[config.mk]
export PLATFORM = sky130hd
export DESIGN_NAME = scoreboard_issue_flat
export DESIGN_NICKNAME = d
export VERILOG_FILES = /design/src/rtl/scoreboard_issue_if.sv /design/src/rtl/scoreboard_issue.sv /design/src/flat_wrapper.sv
export SDC_FILE = /design/constraint.sdc
export NUM_CORES = 1
export LEC_CHECK = 0
export ABC_AREA = 1
export CORE_MARGIN = 2
export CORE_UTILIZATION = 45
export CTS_BUF_LIST = sky130_fd_sc_hd__clkbuf_8
export CTS_CLUSTER_SIZE = 14
export DETAILED_ROUTE_END_ITERATION = 16
export PLACE_DENSITY = 0.66
export SETUP_SLACK_MARGIN = 0.5
export SYNTH_ARGS = -nofsm -noshare
export SYNTH_HDL_FRONTEND = slang
export SYNTH_SLANG_ARGS = --single-unit
[constraint.sdc]
create_clock -name clk -period 10.7 [get_ports clk]
set_input_delay 3.21 -clock clk [delete_from_list [all_inputs] [get_ports clk]]
set_output_delay 3.21 -clock clk [all_outputs]
set_load 0.05 [all_outputs]
[src/rtl/scoreboard_issue_if.sv]
// Dispatch-to-issue-gate bus: per-slot instruction fields, write-back releases and the
// issue/accept mask, register busy vector and PMU counters flowing back.
interface scoreboard_issue_if #(
   parameter int ISSUE_WIDTH = 2,
   parameter int GPR_NUM     = 32,
   parameter int REG_ADDR_W  = 5,
   parameter int LAT_W       = 3,
   parameter int WB_PORTS    = 2
);
   // Handshake: instr_valid_i[i] offers slot i; issue_o[i] is the same-cycle accept.
   // An instruction is consumed on the rising clock edge at which both are high;
   // issue_o is a prefix of the valid slots and is never high during stall or flush.
   logic [ISSUE_WIDTH-1:0]              instr_valid_i;
   logic [ISSUE_WIDTH*2-1:0]            rs_valid_i;
   logic [ISSUE_WIDTH*2*REG_ADDR_W-1:0] rs_addr_i;
   logic [ISSUE_WIDTH-1:0]              rd_valid_i;
   logic [ISSUE_WIDTH*REG_ADDR_W-1:0]   rd_addr_i;
   logic [ISSUE_WIDTH*LAT_W-1:0]        rd_latency_i;
   logic [ISSUE_WIDTH-1:0]              single_issue_i;
   logic                                stall_i;
   logic                                flush_i;
   logic [WB_PORTS-1:0]                 wb_valid_i;
   logic [WB_PORTS*REG_ADDR_W-1:0]      wb_addr_i;
   logic [ISSUE_WIDTH-1:0]              issue_o;
   logic [GPR_NUM-1:0]                  busy_o;
   logic [31:0]                         issued_cnt_o;
   logic [31:0]                         dep_stall_cnt_o;

   modport master (
      output instr_valid_i, rs_valid_i, rs_addr_i, rd_valid_i, rd_addr_i, rd_latency_i,
             single_issue_i, stall_i, flush_i, wb_valid_i, wb_addr_i,
      input  issue_o, busy_o, issued_cnt_o, dep_stall_cnt_o
   );

   modport slave (
      input  instr_valid_i, rs_valid_i, rs_addr_i, rd_valid_i, rd_addr_i, rd_latency_i,
             single_issue_i, stall_i, flush_i, wb_valid_i, wb_addr_i,
      output issue_o, busy_o, issued_cnt_o, dep_stall_cnt_o
   );
endinterface

[src/rtl/scoreboard_issue.sv]
// In-order N-wide issue gate: per-register latency countdown plus sticky unknown-latency
// bit, intra-group RAW/WAW/single-issue checks, and issue/dependency-stall PMU counters.
module scoreboard_issue #(
   parameter int ISSUE_WIDTH = 2,
   parameter int GPR_NUM     = 32,
   parameter int REG_ADDR_W  = 5,
   parameter int LAT_W       = 3,
   parameter int WB_PORTS    = 2
) (
   input logic               clk,
   input logic               rst,
   scoreboard_issue_if.slave bus
);

   logic [GPR_NUM-1:0][LAT_W-1:0] cnt_q, cnt_d;
   logic [GPR_NUM-1:0]            unk_q, unk_d;
   logic [31:0]                   issued_cnt_q, issued_cnt_d;
   logic [31:0]                   dep_stall_cnt_q, dep_stall_cnt_d;

   logic [GPR_NUM-1:0]     ready;
   logic [ISSUE_WIDTH-1:0] issue_raw;
   logic [ISSUE_WIDTH-1:0] issue;
   logic                   prev_ok;
   logic                   slot_ok;
   logic [REG_ADDR_W-1:0]  src_addr;
   logic [REG_ADDR_W-1:0]  dst_addr;
   logic [REG_ADDR_W-1:0]  older_rd;
   logic [LAT_W-1:0]       dst_lat;
   logic [REG_ADDR_W-1:0]  wr_addr;
   logic [LAT_W-1:0]       wr_lat;
   logic [REG_ADDR_W-1:0]  wb_addr;
   logic [31:0]            issue_pop;

   always_comb begin
      for (int r = 0; r < GPR_NUM; r++) begin
         ready[r] = ((cnt_q[r] == '0) && !unk_q[r]) || (r == 0);
      end
   end

   // Slot checks evaluated oldest first; prev_ok enforces the in-order prefix.
   always_comb begin
      issue_raw = '0;
      prev_ok   = 1'b1;
      slot_ok   = 1'b0;
      src_addr  = '0;
      dst_addr  = '0;
      older_rd  = '0;
      dst_lat   = '0;
      for (int i = 0; i < ISSUE_WIDTH; i++) begin
         slot_ok = bus.instr_valid_i[i] && prev_ok;

         for (int s = 0; s < 2; s++) begin
            src_addr = bus.rs_addr_i[(2*i+s)*REG_ADDR_W +: REG_ADDR_W];
            if (bus.rs_valid_i[2*i+s]) begin
               if (!ready[src_addr]) slot_ok = 1'b0;
               for (int j = 0; j < i; j++) begin
                  older_rd = bus.rd_addr_i[j*REG_ADDR_W +: REG_ADDR_W];
                  if (bus.rd_valid_i[j] && (older_rd != '0) && (older_rd == src_addr)) begin
                     slot_ok = 1'b0;
                  end
               end
            end
         end

         // A fixed-latency write may overtake an older pending one only if it lands later.
         dst_addr = bus.rd_addr_i[i*REG_ADDR_W +: REG_ADDR_W];
         dst_lat  = bus.rd_latency_i[i*LAT_W +: LAT_W];
         if (bus.rd_valid_i[i] && (dst_addr != '0)) begin
            if (dst_lat == '0) begin
               if (!ready[dst_addr]) slot_ok = 1'b0;
            end else if (unk_q[dst_addr] || (cnt_q[dst_addr] > (dst_lat - LAT_W'(1)))) begin
               slot_ok = 1'b0;
            end
         end

         if ((i > 0) && (bus.single_issue_i[i] || bus.single_issue_i[0])) slot_ok = 1'b0;

         issue_raw[i] = slot_ok;
         prev_ok      = slot_ok;
      end
   end

   assign issue = (rst || bus.stall_i || bus.flush_i) ? '0 : issue_raw;

   // Later issue writes override decrement/release; ascending order lets the youngest win.
   always_comb begin
      cnt_d   = cnt_q;
      unk_d   = unk_q;
      wr_addr = '0;
      wr_lat  = '0;
      wb_addr = '0;
      for (int r = 0; r < GPR_NUM; r++) begin
         cnt_d[r] = (cnt_q[r] != '0) ? cnt_q[r] - LAT_W'(1) : '0;
      end
      for (int p = 0; p < WB_PORTS; p++) begin
         wb_addr = bus.wb_addr_i[p*REG_ADDR_W +: REG_ADDR_W];
         if (bus.wb_valid_i[p]) unk_d[wb_addr] = 1'b0;
      end
      for (int i = 0; i < ISSUE_WIDTH; i++) begin
         wr_addr = bus.rd_addr_i[i*REG_ADDR_W +: REG_ADDR_W];
         wr_lat  = bus.rd_latency_i[i*LAT_W +: LAT_W];
         if (issue[i] && bus.rd_valid_i[i] && (wr_addr != '0)) begin
            if (wr_lat != '0) begin
               cnt_d[wr_addr] = wr_lat - LAT_W'(1);
               unk_d[wr_addr] = 1'b0;
            end else begin
               cnt_d[wr_addr] = '0;
               unk_d[wr_addr] = 1'b1;
            end
         end
      end
      cnt_d[0] = '0;
      unk_d[0] = 1'b0;
      if (bus.flush_i) begin
         cnt_d = '0;
         unk_d = '0;
      end
   end

   always_comb begin
      issue_pop = '0;
      for (int i = 0; i < ISSUE_WIDTH; i++) begin
         issue_pop = issue_pop + 32'(issue[i]);
      end
   end

   always_comb begin
      issued_cnt_d    = issued_cnt_q;
      dep_stall_cnt_d = dep_stall_cnt_q;
      if (!bus.stall_i && !bus.flush_i) begin
         issued_cnt_d = issued_cnt_q + issue_pop;
         if (bus.instr_valid_i[0] && !issue[0]) dep_stall_cnt_d = dep_stall_cnt_q + 32'd1;
      end
   end

   always_ff @(posedge clk or posedge rst) begin
      if (rst) begin
         cnt_q           <= '0;
         unk_q           <= '0;
         issued_cnt_q    <= '0;
         dep_stall_cnt_q <= '0;
      end else begin
         cnt_q           <= cnt_d;
         unk_q           <= unk_d;
         issued_cnt_q    <= issued_cnt_d;
         dep_stall_cnt_q <= dep_stall_cnt_d;
      end
   end

   assign bus.issue_o         = issue;
   assign bus.busy_o          = ~ready;
   assign bus.issued_cnt_o    = issued_cnt_q;
   assign bus.dep_stall_cnt_o = dep_stall_cnt_q;

endmodule

[src/flat_wrapper.sv]
// flat-port wrapper written by rule: the top's interface ports become plain ports
module scoreboard_issue_flat 
#(
   parameter int ISSUE_WIDTH = 2,
   parameter int GPR_NUM     = 32,
   parameter int REG_ADDR_W  = 5,
   parameter int LAT_W       = 3,
   parameter int WB_PORTS    = 2
)
  (clk, rst, bus_instr_valid_i, bus_rs_valid_i, bus_rs_addr_i, bus_rd_valid_i, bus_rd_addr_i, bus_rd_latency_i, bus_single_issue_i, bus_stall_i, bus_flush_i, bus_wb_valid_i, bus_wb_addr_i, bus_issue_o, bus_busy_o, bus_issued_cnt_o, bus_dep_stall_cnt_o);
  scoreboard_issue_if #(.ISSUE_WIDTH(ISSUE_WIDTH), .GPR_NUM(GPR_NUM), .REG_ADDR_W(REG_ADDR_W), .LAT_W(LAT_W), .WB_PORTS(WB_PORTS)) bus_i ();
  input logic clk;
  input logic rst;
  input wire logic [$bits(bus_i.instr_valid_i)-1:0] bus_instr_valid_i;
  input wire logic [$bits(bus_i.rs_valid_i)-1:0] bus_rs_valid_i;
  input wire logic [$bits(bus_i.rs_addr_i)-1:0] bus_rs_addr_i;
  input wire logic [$bits(bus_i.rd_valid_i)-1:0] bus_rd_valid_i;
  input wire logic [$bits(bus_i.rd_addr_i)-1:0] bus_rd_addr_i;
  input wire logic [$bits(bus_i.rd_latency_i)-1:0] bus_rd_latency_i;
  input wire logic [$bits(bus_i.single_issue_i)-1:0] bus_single_issue_i;
  input wire logic [$bits(bus_i.stall_i)-1:0] bus_stall_i;
  input wire logic [$bits(bus_i.flush_i)-1:0] bus_flush_i;
  input wire logic [$bits(bus_i.wb_valid_i)-1:0] bus_wb_valid_i;
  input wire logic [$bits(bus_i.wb_addr_i)-1:0] bus_wb_addr_i;
  output wire logic [$bits(bus_i.issue_o)-1:0] bus_issue_o;
  output wire logic [$bits(bus_i.busy_o)-1:0] bus_busy_o;
  output wire logic [$bits(bus_i.issued_cnt_o)-1:0] bus_issued_cnt_o;
  output wire logic [$bits(bus_i.dep_stall_cnt_o)-1:0] bus_dep_stall_cnt_o;
  assign bus_i.instr_valid_i = bus_instr_valid_i;
  assign bus_i.rs_valid_i = bus_rs_valid_i;
  assign bus_i.rs_addr_i = bus_rs_addr_i;
  assign bus_i.rd_valid_i = bus_rd_valid_i;
  assign bus_i.rd_addr_i = bus_rd_addr_i;
  assign bus_i.rd_latency_i = bus_rd_latency_i;
  assign bus_i.single_issue_i = bus_single_issue_i;
  assign bus_i.stall_i = bus_stall_i;
  assign bus_i.flush_i = bus_flush_i;
  assign bus_i.wb_valid_i = bus_wb_valid_i;
  assign bus_i.wb_addr_i = bus_wb_addr_i;
  assign bus_issue_o = bus_i.issue_o;
  assign bus_busy_o = bus_i.busy_o;
  assign bus_issued_cnt_o = bus_i.issued_cnt_o;
  assign bus_dep_stall_cnt_o = bus_i.dep_stall_cnt_o;
  scoreboard_issue #(.ISSUE_WIDTH(ISSUE_WIDTH), .GPR_NUM(GPR_NUM), .REG_ADDR_W(REG_ADDR_W), .LAT_W(LAT_W), .WB_PORTS(WB_PORTS)) u_core (.clk(clk), .rst(rst), .bus(bus_i));
endmodule
# Word level (Yosys, flattened, before mapping)
# Cells that the tools add are included.
# Widths: inputs -> output; s select.
# word_totals
out_inout_bits	98
register_bits	192
# classes
n_reduce_logical	155
order_cmp	14
mux	98
n_addsub	37
bitwise_logic	15
eq_ne	2
# op_table
operator	n
$mux 96	5
$mux 32	7
$and 96x96->96	2
$bwmux 96	2
$not 96->96	2
$not 32->32	5
$and 32x32->32	4
$mux 3	36
$reduce_bool 3->1	34
$sub 3x1->3 const B	34
$logic_not 3->1	33
$or 32x32->32	2
$lt 5x6->1 const B	8
$logic_and 1x1->1	46
$bmux 1 s5	8
$logic_not 1->1	34
$add 32x1->32 const B	1
$add 32x32->32	1
$mux 1	31
$bmux 3 s5	2
$demux 3 s5	2
$demux 1 s5	4
$ge 5x1->1 const B	4
$eq 5x5->1	2
other kinds (6)	12

# Longest topological paths before layout
# Gate-level depths: netlist of the first run.
# depth
ltp_word	30
mapped_depth	38
mapped_depth_nobuf	35

# Worst setup path before layout of the first run
# OpenSTA, ideal clock, no wires.
# synth_timing
path_kind	input -> output
startpoint	input bus_rd_addr_i[0]
endpoint	output bus_issue_o[0]
cell_stages	22
path_slack_ps	1123
required_time_ps	7490
path_buffers	5
arrival_ps	6367
path_cell_list	buf_4 inv_1 nand2_1 clkbuf_1 clkbuf_1 o22ai_1 o21ai_0 nand2_1 nor2_1 nand4_1 ha_1 a21oi_1 o21ai_0 a21oi_1 nand3_1 nor2_1 a21oi_1 nand2_1 nand4_4 nor2_4 buf_4 buf_2
# synth_between
elab_chain_cells	8
word_cells_on_any_way	15
classes_between	order compare (1); mux (11); reduce/logical (3)
# synth_rtl
item	line_no	source
start, declared	flat_wrapper.sv:18	input wire logic [$bits(bus_i.rd_addr_i)-1:0] bus_rd_addr_i;
$bmux 3 s5	scoreboard_issue.sv:71	end else if (unk_q[dst_addr] || (cnt_q[dst_addr] > (dst_lat - LAT_W'(1)))) begin
$mux 3 (not written as such)	scoreboard_issue.sv:71	
$gt 3x3->1	scoreboard_issue.sv:71	
$logic_or 1x1->1	scoreboard_issue.sv:71	
$mux 1	scoreboard_issue.sv:71	
$mux 1	scoreboard_issue.sv:69	if (dst_lat == '0) begin
$mux 1 (*)	scoreboard_issue.sv:68	if (bus.rd_valid_i[i] && (dst_addr != '0)) begin
$mux 2 (*)	scoreboard_issue.sv:83	assign issue = (rst || bus.stall_i || bus.flush_i) ? '0 : issue_raw;
end, declared	flat_wrapper.sv:25	output wire logic [$bits(bus_i.issue_o)-1:0] bus_issue_o;
# Every way passes the cells marked *; elsewhere a longest branch is shown, timed or not. The select of a mux whose other input is x is not followed.

# Worst setup path in the final report of the first run
# layout_timing
startpoint	input bus_rd_addr_i[4]
endpoint	output bus_issue_o[1]
# layout_between
elab_chain_cells	19
word_cells_on_any_way	31
classes_between	order compare (1); eq/ne (2); mux (22); reduce/logical (6)
# layout_rtl
item	line_no	source
$bmux 3 s5	scoreboard_issue.sv:71	
$mux 3 (not written as such)	scoreboard_issue.sv:71	
$gt 3x3->1	scoreboard_issue.sv:71	
$logic_or 1x1->1	scoreboard_issue.sv:71	
$mux 1	scoreboard_issue.sv:71	
$mux 1	scoreboard_issue.sv:69	
$mux 1	scoreboard_issue.sv:68	
$logic_and 1x1->1	scoreboard_issue.sv:50	slot_ok = bus.instr_valid_i[i] && prev_ok;
(+3 left out)	-	
$mux 1	scoreboard_issue.sv:55	if (!ready[src_addr]) slot_ok = 1'b0;
$mux 1	scoreboard_issue.sv:58	if (bus.rd_valid_i[j] && (older_rd != '0) && (older_rd == src_addr)) begin
$mux 1 (*)	scoreboard_issue.sv:54	if (bus.rs_valid_i[2*i+s]) begin
$mux 1 (on tied branches)	scoreboard_issue.sv:71, scoreboard_issue.sv:70	
$mux 1	scoreboard_issue.sv:69	
$mux 1 (*)	scoreboard_issue.sv:68	
$mux 1 (*)	scoreboard_issue.sv:76	if ((i > 0) && (bus.single_issue_i[i] || bus.single_issue_i[0])) slot_ok = 1'b0;
$mux 2 (*)	scoreboard_issue.sv:83	
# Marked as above.

==> results of run 1 <==
-- cells by family after synthesis --
kind of cell	synth area share [%]
xor+xnor	3.60
other cells	0.0220
compound gates	13.2
mux	0.522
simple gates	42.8
fa+ha+maj	1.15
buf+inv	11.1
flops	27.7
-- power by group through the flow --
| stage | clock network [mW] | registers [mW] | logic [mW] |
|---|---|---|---|
| 6_report | 0.503 | 0.745 | 0.414 |
| 2_1_floorplan | 0 | 0.801 | 0.184 |
| 4_1_cts | 0.503 | 0.745 | 0.399 |
| 5_1_grt | 0.527 | 0.747 | 0.431 |
| 3_3_place_gp | 0 | 0.758 | 0.395 |
| 3_5_place_dp | 0 | 0.758 | 0.397 |
-- per-layer routing --
metal  vias up  routed length (microns)  part of all wire, %
met5         -                       49                0.055
met1      9866                    32800                   37
met4         2                     7490                  8.3
li1       9353                        -                    -
met3       419                    12600                   14
met2      1712                    36800                   41
-- sequential cells by signal, indices dropped and copies added, names as in the netlist --
| name | flops |
|---|---|
| u_core.bus.dep_stall_cnt_o | 32 |
| u_core.cnt_q | 93 |
| u_core.bus.issued_cnt_o | 32 |
| u_core.unk_q | 31 |
-- how the worst min path moves through the flow --
stage,to,slack [ns],cells after the start
final,u_core.bus.issued_cnt_o[31],0.48,1
after global routing,u_core.bus.issued_cnt_o[31],0.52,1
after CTS,u_core.bus.issued_cnt_o[31],0.49,1
after detailed placement,u_core.bus.issued_cnt_o[31],0.46,1
after global placement,u_core.bus.issued_cnt_o[31],0.47,1
after floorplan,u_core.unk_q[31],0.56,4
-- area by class of cell --
class | instances | area, sq um | share of cell area, %
diodes | 3 | 7.51 | 0.0382
multi-input cells | 2139 | 10500 | 53.3
well taps | 511 | 639 | 3.25
inverters | 351 | 1330 | 6.74
clock inverters | 14 | 133 | 0.675
repair buffers | 219 | 2120 | 10.8
clock buffers | 18 | 248 | 1.26
flip-flops and latches | 188 | 4700 | 23.9
-- cell usage after synthesis (all sizes together) --
master	n
a221o	1
a21boi	1
fa	1
nor3b	1
nor2	520
a22o	1
a21oi	88
o2111ai	1
o22ai	48
nand3	246
xor2	44
nor3	53
nand3b	4
xnor2	26
ha	14
o211ai	5
mux2i	1
nor2b	2
a22oi	27
dfrtp	188
conb	1
o21ai	177
clkinv	5
o2111a	1
nor4	8
a221oi	6
mux2	7
and2	1
nand4	118
inv	346
clkbuf	59
o21a	1
buf	57
nand2	705
o221ai	30
-- worst max-delay path: cells and delay by family --
kind | cells | cell delay, ns
simple gates | 7 | 1.56
buf+inv | 3 | 0.99
compound gates | 5 | 0.86
fa+ha+maj | 1 | 0.29
-- through the flow --
| step | instance area, sq um | hold slack [ns] |
|---|---|---|
| after detailed placement | 19200 | 0.463 |
| after floorplan | 17000 | 0.563 |
| after global placement | 19200 | 0.468 |
| final | 19700 | 0.485 |
| after global routing | 19600 | 0.521 |
| after CTS | 19600 | 0.489 |
==> flow_metrics.tcl, run 1 <==
set metrics [dict create \
    worst_pin_slew_ns 1.42 \
    ctsHoldBuffers 0 \
    antenna_left 0 \
    maxSlewHeadroom_pct 4.02 \
    cts.sinks 188 \
    yosys_warnings 0 \
    slowest_delay_ns 0.71 \
    cts_made_buffers 17 \
    ys_seq_area_share_pct 27.7 \
    final_cell_mix "701 x nand2_1, 492 x nor2_1, 339 x inv_1, 238 x nand3_1, 188 x dfrtp_1" \
    insertion_delay_ns 0.56 \
    finalSetupViolCount 0 \
    antenna_found_initial 3 \
    combinationalPowerShare_pct 24.9 \
    path_max_fanout 7 \
    ys_seq_elements 188 \
    startpoint "bus_rd_addr_i[4]" \
    fill_cells 3828 \
    place_ws_ns 0.477 \
    min_from "u_core.bus.issued_cnt_o[31]" \
    fin_worst_skew_ns 0.0282 \
    post_cts_resized 3 \
    dieWidth_microns 198 \
    grtUsageMet1_pct 56.2 \
    crit_path_end_kind "primary output" \
    syn_area_sq_um 17000 \
    crit_slowest_cell "clkdlybuf4s50_1" \
    r2r_cells 33 \
    final_layout_size_suffix_gt1_share_pct 5.84 \
    final_cells 3443 \
    netSwitchingFraction_pct 38.2 \
    layout_commonest_cell "nand2_1" \
    use_met3_pct 14.8 \
    reg2reg_from "u_core.cnt_q[80]" \
    clk_pin_slew_ns 0.11 \
    grt_pass1_wl_mm 130 \
    track_usage_pct 45.7 \
    rows 71 \
    post_cts_buffers 0 \
    synth_area_leader_cell "dfrtp_1" \
    wl_per_cell_microns 26.1 \
    grt-ovfl-total 0 \
    p_per_area_nw_per_um2 84.5 \
    ctsRootBufferMaster "clkbuf_8" \
    max_clock_freq_ghz 0.0988 \
    drc_errors 0 \
    min_path_type "reg -> reg" \
    die_h_microns 198 \
    setup_ws_ns 0.574 \
    htreeDepth 4 \
    p_seq_share_pct 44.8 \
    utilization_pct 52.5 \
    dr.first_iter.drc_count 2948 \
    firstDrtPassIters 9 \
    port_buffers 158 \
    num_vias 21352 \
    crit_path_end "bus_issue_o[1]" \
    p_int_mw 1.03 \
    power_mw 1.66 \
    drt-vias-per-instance 6.20 \
    p_sw_mw 0.635 \
    worstPathCellList "clkdlybuf4s50_1 -> inv_1 -> nor3_2 -> o21ai_0 -> nand4_1 -> ha_1 -> a21oi_1 -> o21ai_0 -> a21oi_1 -> nand3_1 -> nor2_1 -> a21oi_1 -> nand2_1 -> nand4_4 -> nor2_4 -> buf_12" \
    initial_core_util_pct 45.5 \
    finalWirelength_mm 89.7 \
    cts_tree "done" \
    dp.cells 3408 \
    start_kind "input pin" \
    arrival_ns 6.92 \
    fin_crit_sh_pct 94.6 \
    met2_usage_pct 67.0 \
    maxSlewViolCount 0 \
    dieArea_sq_um 39400 \
    p_clk_share_pct 30.2 \
    crit_type "in -> out" \
    status "completed" \
    syn_inst 2794 \
    synth_top_area_share_pct 27.7 \
    syn_area_per_cell_sq_um 6.09 \
    tns_ns 0 \
    r2r_slack_ns 4.11 \
    core_area_sq_um 37400 \
    hold_viol_final 0 \
    clk_path_buf_depth 2 \
    vdd_drop_max_uv 152 \
    grt_pass1_vias 20022 \
    grt_max_degree 113 \
    synth_nets 2871 \
    crit_top_cell "a21oi_1" \
    cp_data_required_time_ns 7.49 \
    dp_hpwl_mm 66.8 \
    yosys-top-cells-area "dfrtp_1 28%, nand2_1 15%, nor2_1 11%, inv_1 7.5%, nand3_1 7.0%" \
    period_minus_slack_ns 10.13 \
    io-pin-count 160 \
    yosys.cell_types.count 50 \
    maxCapViolations 0 \
    fin_nets 2993 \
    p_leak_nw 9.64 \
    grt.busiest_layer "met2" \
    place_congestion 1.10 \
    rsz0062_at_grt "no" \
    synthToLayoutAreaGrowth_pct 15.5 \
    r2r_end "u_core.bus.issued_cnt_o[30]" \
]
No activity file was read; power rests on OpenSTA's default activity.
==> inputs of run 2 (changes only) <==
Settings changed: REMOVE_ABC_BUFFERS set to 1.
==> run 2 against run 1 <==
Critical path depth increased by 1; die area is the same; utilization barely moved; register-to-register slack better by 0.29 ns; global-route usage fell by 2.4 points; total power grew 2.9%; wire length is 4.3% lower; design area is essentially flat; clock power rose by 8.2%.
==> flow_metrics.tcl, run 2 (same netlist as run 1, synthesis figures left out) <==
set metrics [dict create \
    port_buffers 158 \
    tns_ns 0 \
    placed_area_sq_um 19200 \
    cts_made_buffers 17 \
    grt_pass1_vias 19545 \
    fin_crit_sh_pct 94.3 \
    regMostFlops "u_core.cnt_q" \
    status "completed" \
    htreeDepth 4 \
    firstDrtPassIters 7 \
    ctsRootBufferMaster "clkbuf_8" \
    crit_path_end_kind "primary output" \
    drt-vias-per-instance 6.07 \
    antenna_left 0 \
    dieArea_sq_um 39400 \
    place_congestion 1.11 \
    slowest_delay_ns 0.56 \
    critical_path.top_delay_family "compound AO/OA/AOI/OAI gates" \
    start_kind "input pin" \
    crit_slowest_cell "dlygate4sd2_1" \
    worstPathCellList "dlygate4sd2_1 -> nor2_4 -> inv_2 -> o22ai_1 -> o21ai_0 -> nand4_1 -> ha_1 -> a21oi_1 -> nand2_1 -> a21oi_1 -> nand3_1 -> nor2_1 -> a21oi_2 -> a21oi_2 -> nand3_1 -> nor2_4 -> buf_12" \
    wl_per_cell_microns 25.0 \
    min_path_type "reg -> reg" \
    vdd_drop_max_uv 146 \
    rsz0062_at_grt "yes" \
    path_max_fanout 20 \
    rows 71 \
    cts.sinks 188 \
    initial_core_util_pct 45.5 \
    fin_nets 2993 \
    p_per_area_nw_per_um2 87.0 \
    antenna_found_initial 2 \
    crit_type "in -> out" \
    dp_hpwl_mm 63.2 \
    cts_tree "done" \
    max_clock_freq_ghz 0.0991 \
    worst_pin_slew_ns 1.19 \
    maxSlewViolCount 0 \
    track_usage_pct 43.4 \
    maxSlewHeadroom_pct 20.4 \
    fin_area_sq_um 19700 \
    largest_register_ffs 93 \
    fill_cells 3773 \
    finalSetupViolCount 0 \
    final_cell_mix "702 x nand2_1, 493 x nor2_1, 336 x inv_1, 238 x nand3_1, 188 x dfrtp_1" \
    arrival_ns 6.88 \
    hold_viol_final 0 \
    p_leak_nw 9.66 \
    period_minus_slack_ns 10.09 \
    maxCapViolations 0 \
    fin_worst_skew_ns 0.0226 \
    power_mw 1.71 \
    dr.first_iter.drc_count 2939 \
    core_area_sq_um 37400 \
    die_h_microns 198 \
    final_layout_size_suffix_gt1_share_pct 5.94 \
    num_vias 20872 \
    dieWidth_microns 198 \
    worst-path-buf-inv 3 \
    grt-ovfl-total 0 \
    grt_pass1_wl_mm 124 \
    layout_commonest_cell "nand2_1" \
    ctsHoldBuffers 0 \
    io-pin-count 160 \
    clk_pin_slew_ns 0.11 \
    clk_path_buf_depth 2 \
    drc_errors 0 \
    insertion_delay_ns 0.56 \
    finalWirelength_mm 85.9 \
    post_cts_buffers 0 \
    grt_max_degree 121 \
    synthToLayoutAreaGrowth_pct 15.6 \
    cp_data_required_time_ns 7.49 \
]
## run 2: worst register-to-register path, delay by kind of cell, from the launching register on
kind	cells	cell delay, ns
xor gates and xnor gates	1	0.15
adders and majority gates	4	1.09
buffers and inverters	4	0.73
AOI/OAI and AO/OA	6	1.17
DFF	1	0.40
and+or+nand+nor	16	2.70
## run 2: worst paths after layout
kind | from | endpoint | slack, ns | depth (start not counted)
setup / recovery | bus_rd_addr_i[5] | bus_issue_o[1] | 0.61 | 17
hold / removal | u_core.bus.issued_cnt_o[31] | u_core.bus.issued_cnt_o[31] | 0.49 | 1
setup reg to reg | u_core.cnt_q[71] | u_core.bus.issued_cnt_o[30] | 4.40 | 31
hold reg to reg | u_core.bus.issued_cnt_o[31] | u_core.bus.issued_cnt_o[31] | 0.49 | 1
max in group asynchronous | rst | u_core.bus.issued_cnt_o[19] | 5.94 | 3
min in group asynchronous | rst | u_core.unk_q[29] | 3.29 | 2
## run 2: timing repair
| item | CTS | global route |
|---|---|---|
| resized for setup | 2 | 4 |
| cloned | 0 | 0 |
| endpoints found under the setup margin | 1 | 2 |
## run 2: where the power goes
group	switching (mW)	total, mW	leakage (nW)	internal, mW
registers	0.0177	0.742	2.57	0.724
clock network	0.325	0.544	0.219	0.220
logic	0.316	0.423	6.87	0.107
total	0.658	1.71	9.66	1.05
## run 2: final cells by class
cell class                 instances  area, sq um  area share, %
clock inverter                    15          203           1.03
tap                              511          639           3.25
clock buffer                      17          234           1.19
timing repair buffer             219         2090           10.6
multi-input combinational       2139        10500           53.2
inverter                         351         1330           6.74
sequential                       188         4700           23.9
antenna                            1         2.50         0.0127
## run 2: metrics by stage
step	hold WS (ns)	utilization, %	cells	worst slack (ns)
after floorplan	0.564	-	2678	0.826
after global placement	0.466	51.3	3408	0.418
after detailed placement	0.470	51.3	3408	0.324
after CTS	0.495	52.5	3440	0.506
after global routing	0.519	52.5	3440	0.339
final	0.487	52.6	3441	0.610
## run 2: metal layers
| layer | global-route usage, % | part of all wire, % | vias up | wire, microns |
|---|---|---|---|---|
| met2 | 63.4 | 41 | 1566 | 35000 |
| met3 | 13.8 | 14 | 417 | 11700 |
| met5 | 0 | 0.020 | - | 17 |
| met4 | 30.8 | 8.5 | 2 | 7330 |
| li1 | - | - | 9345 | - |
| met1 | 53.9 | 37 | 9542 | 31800 |
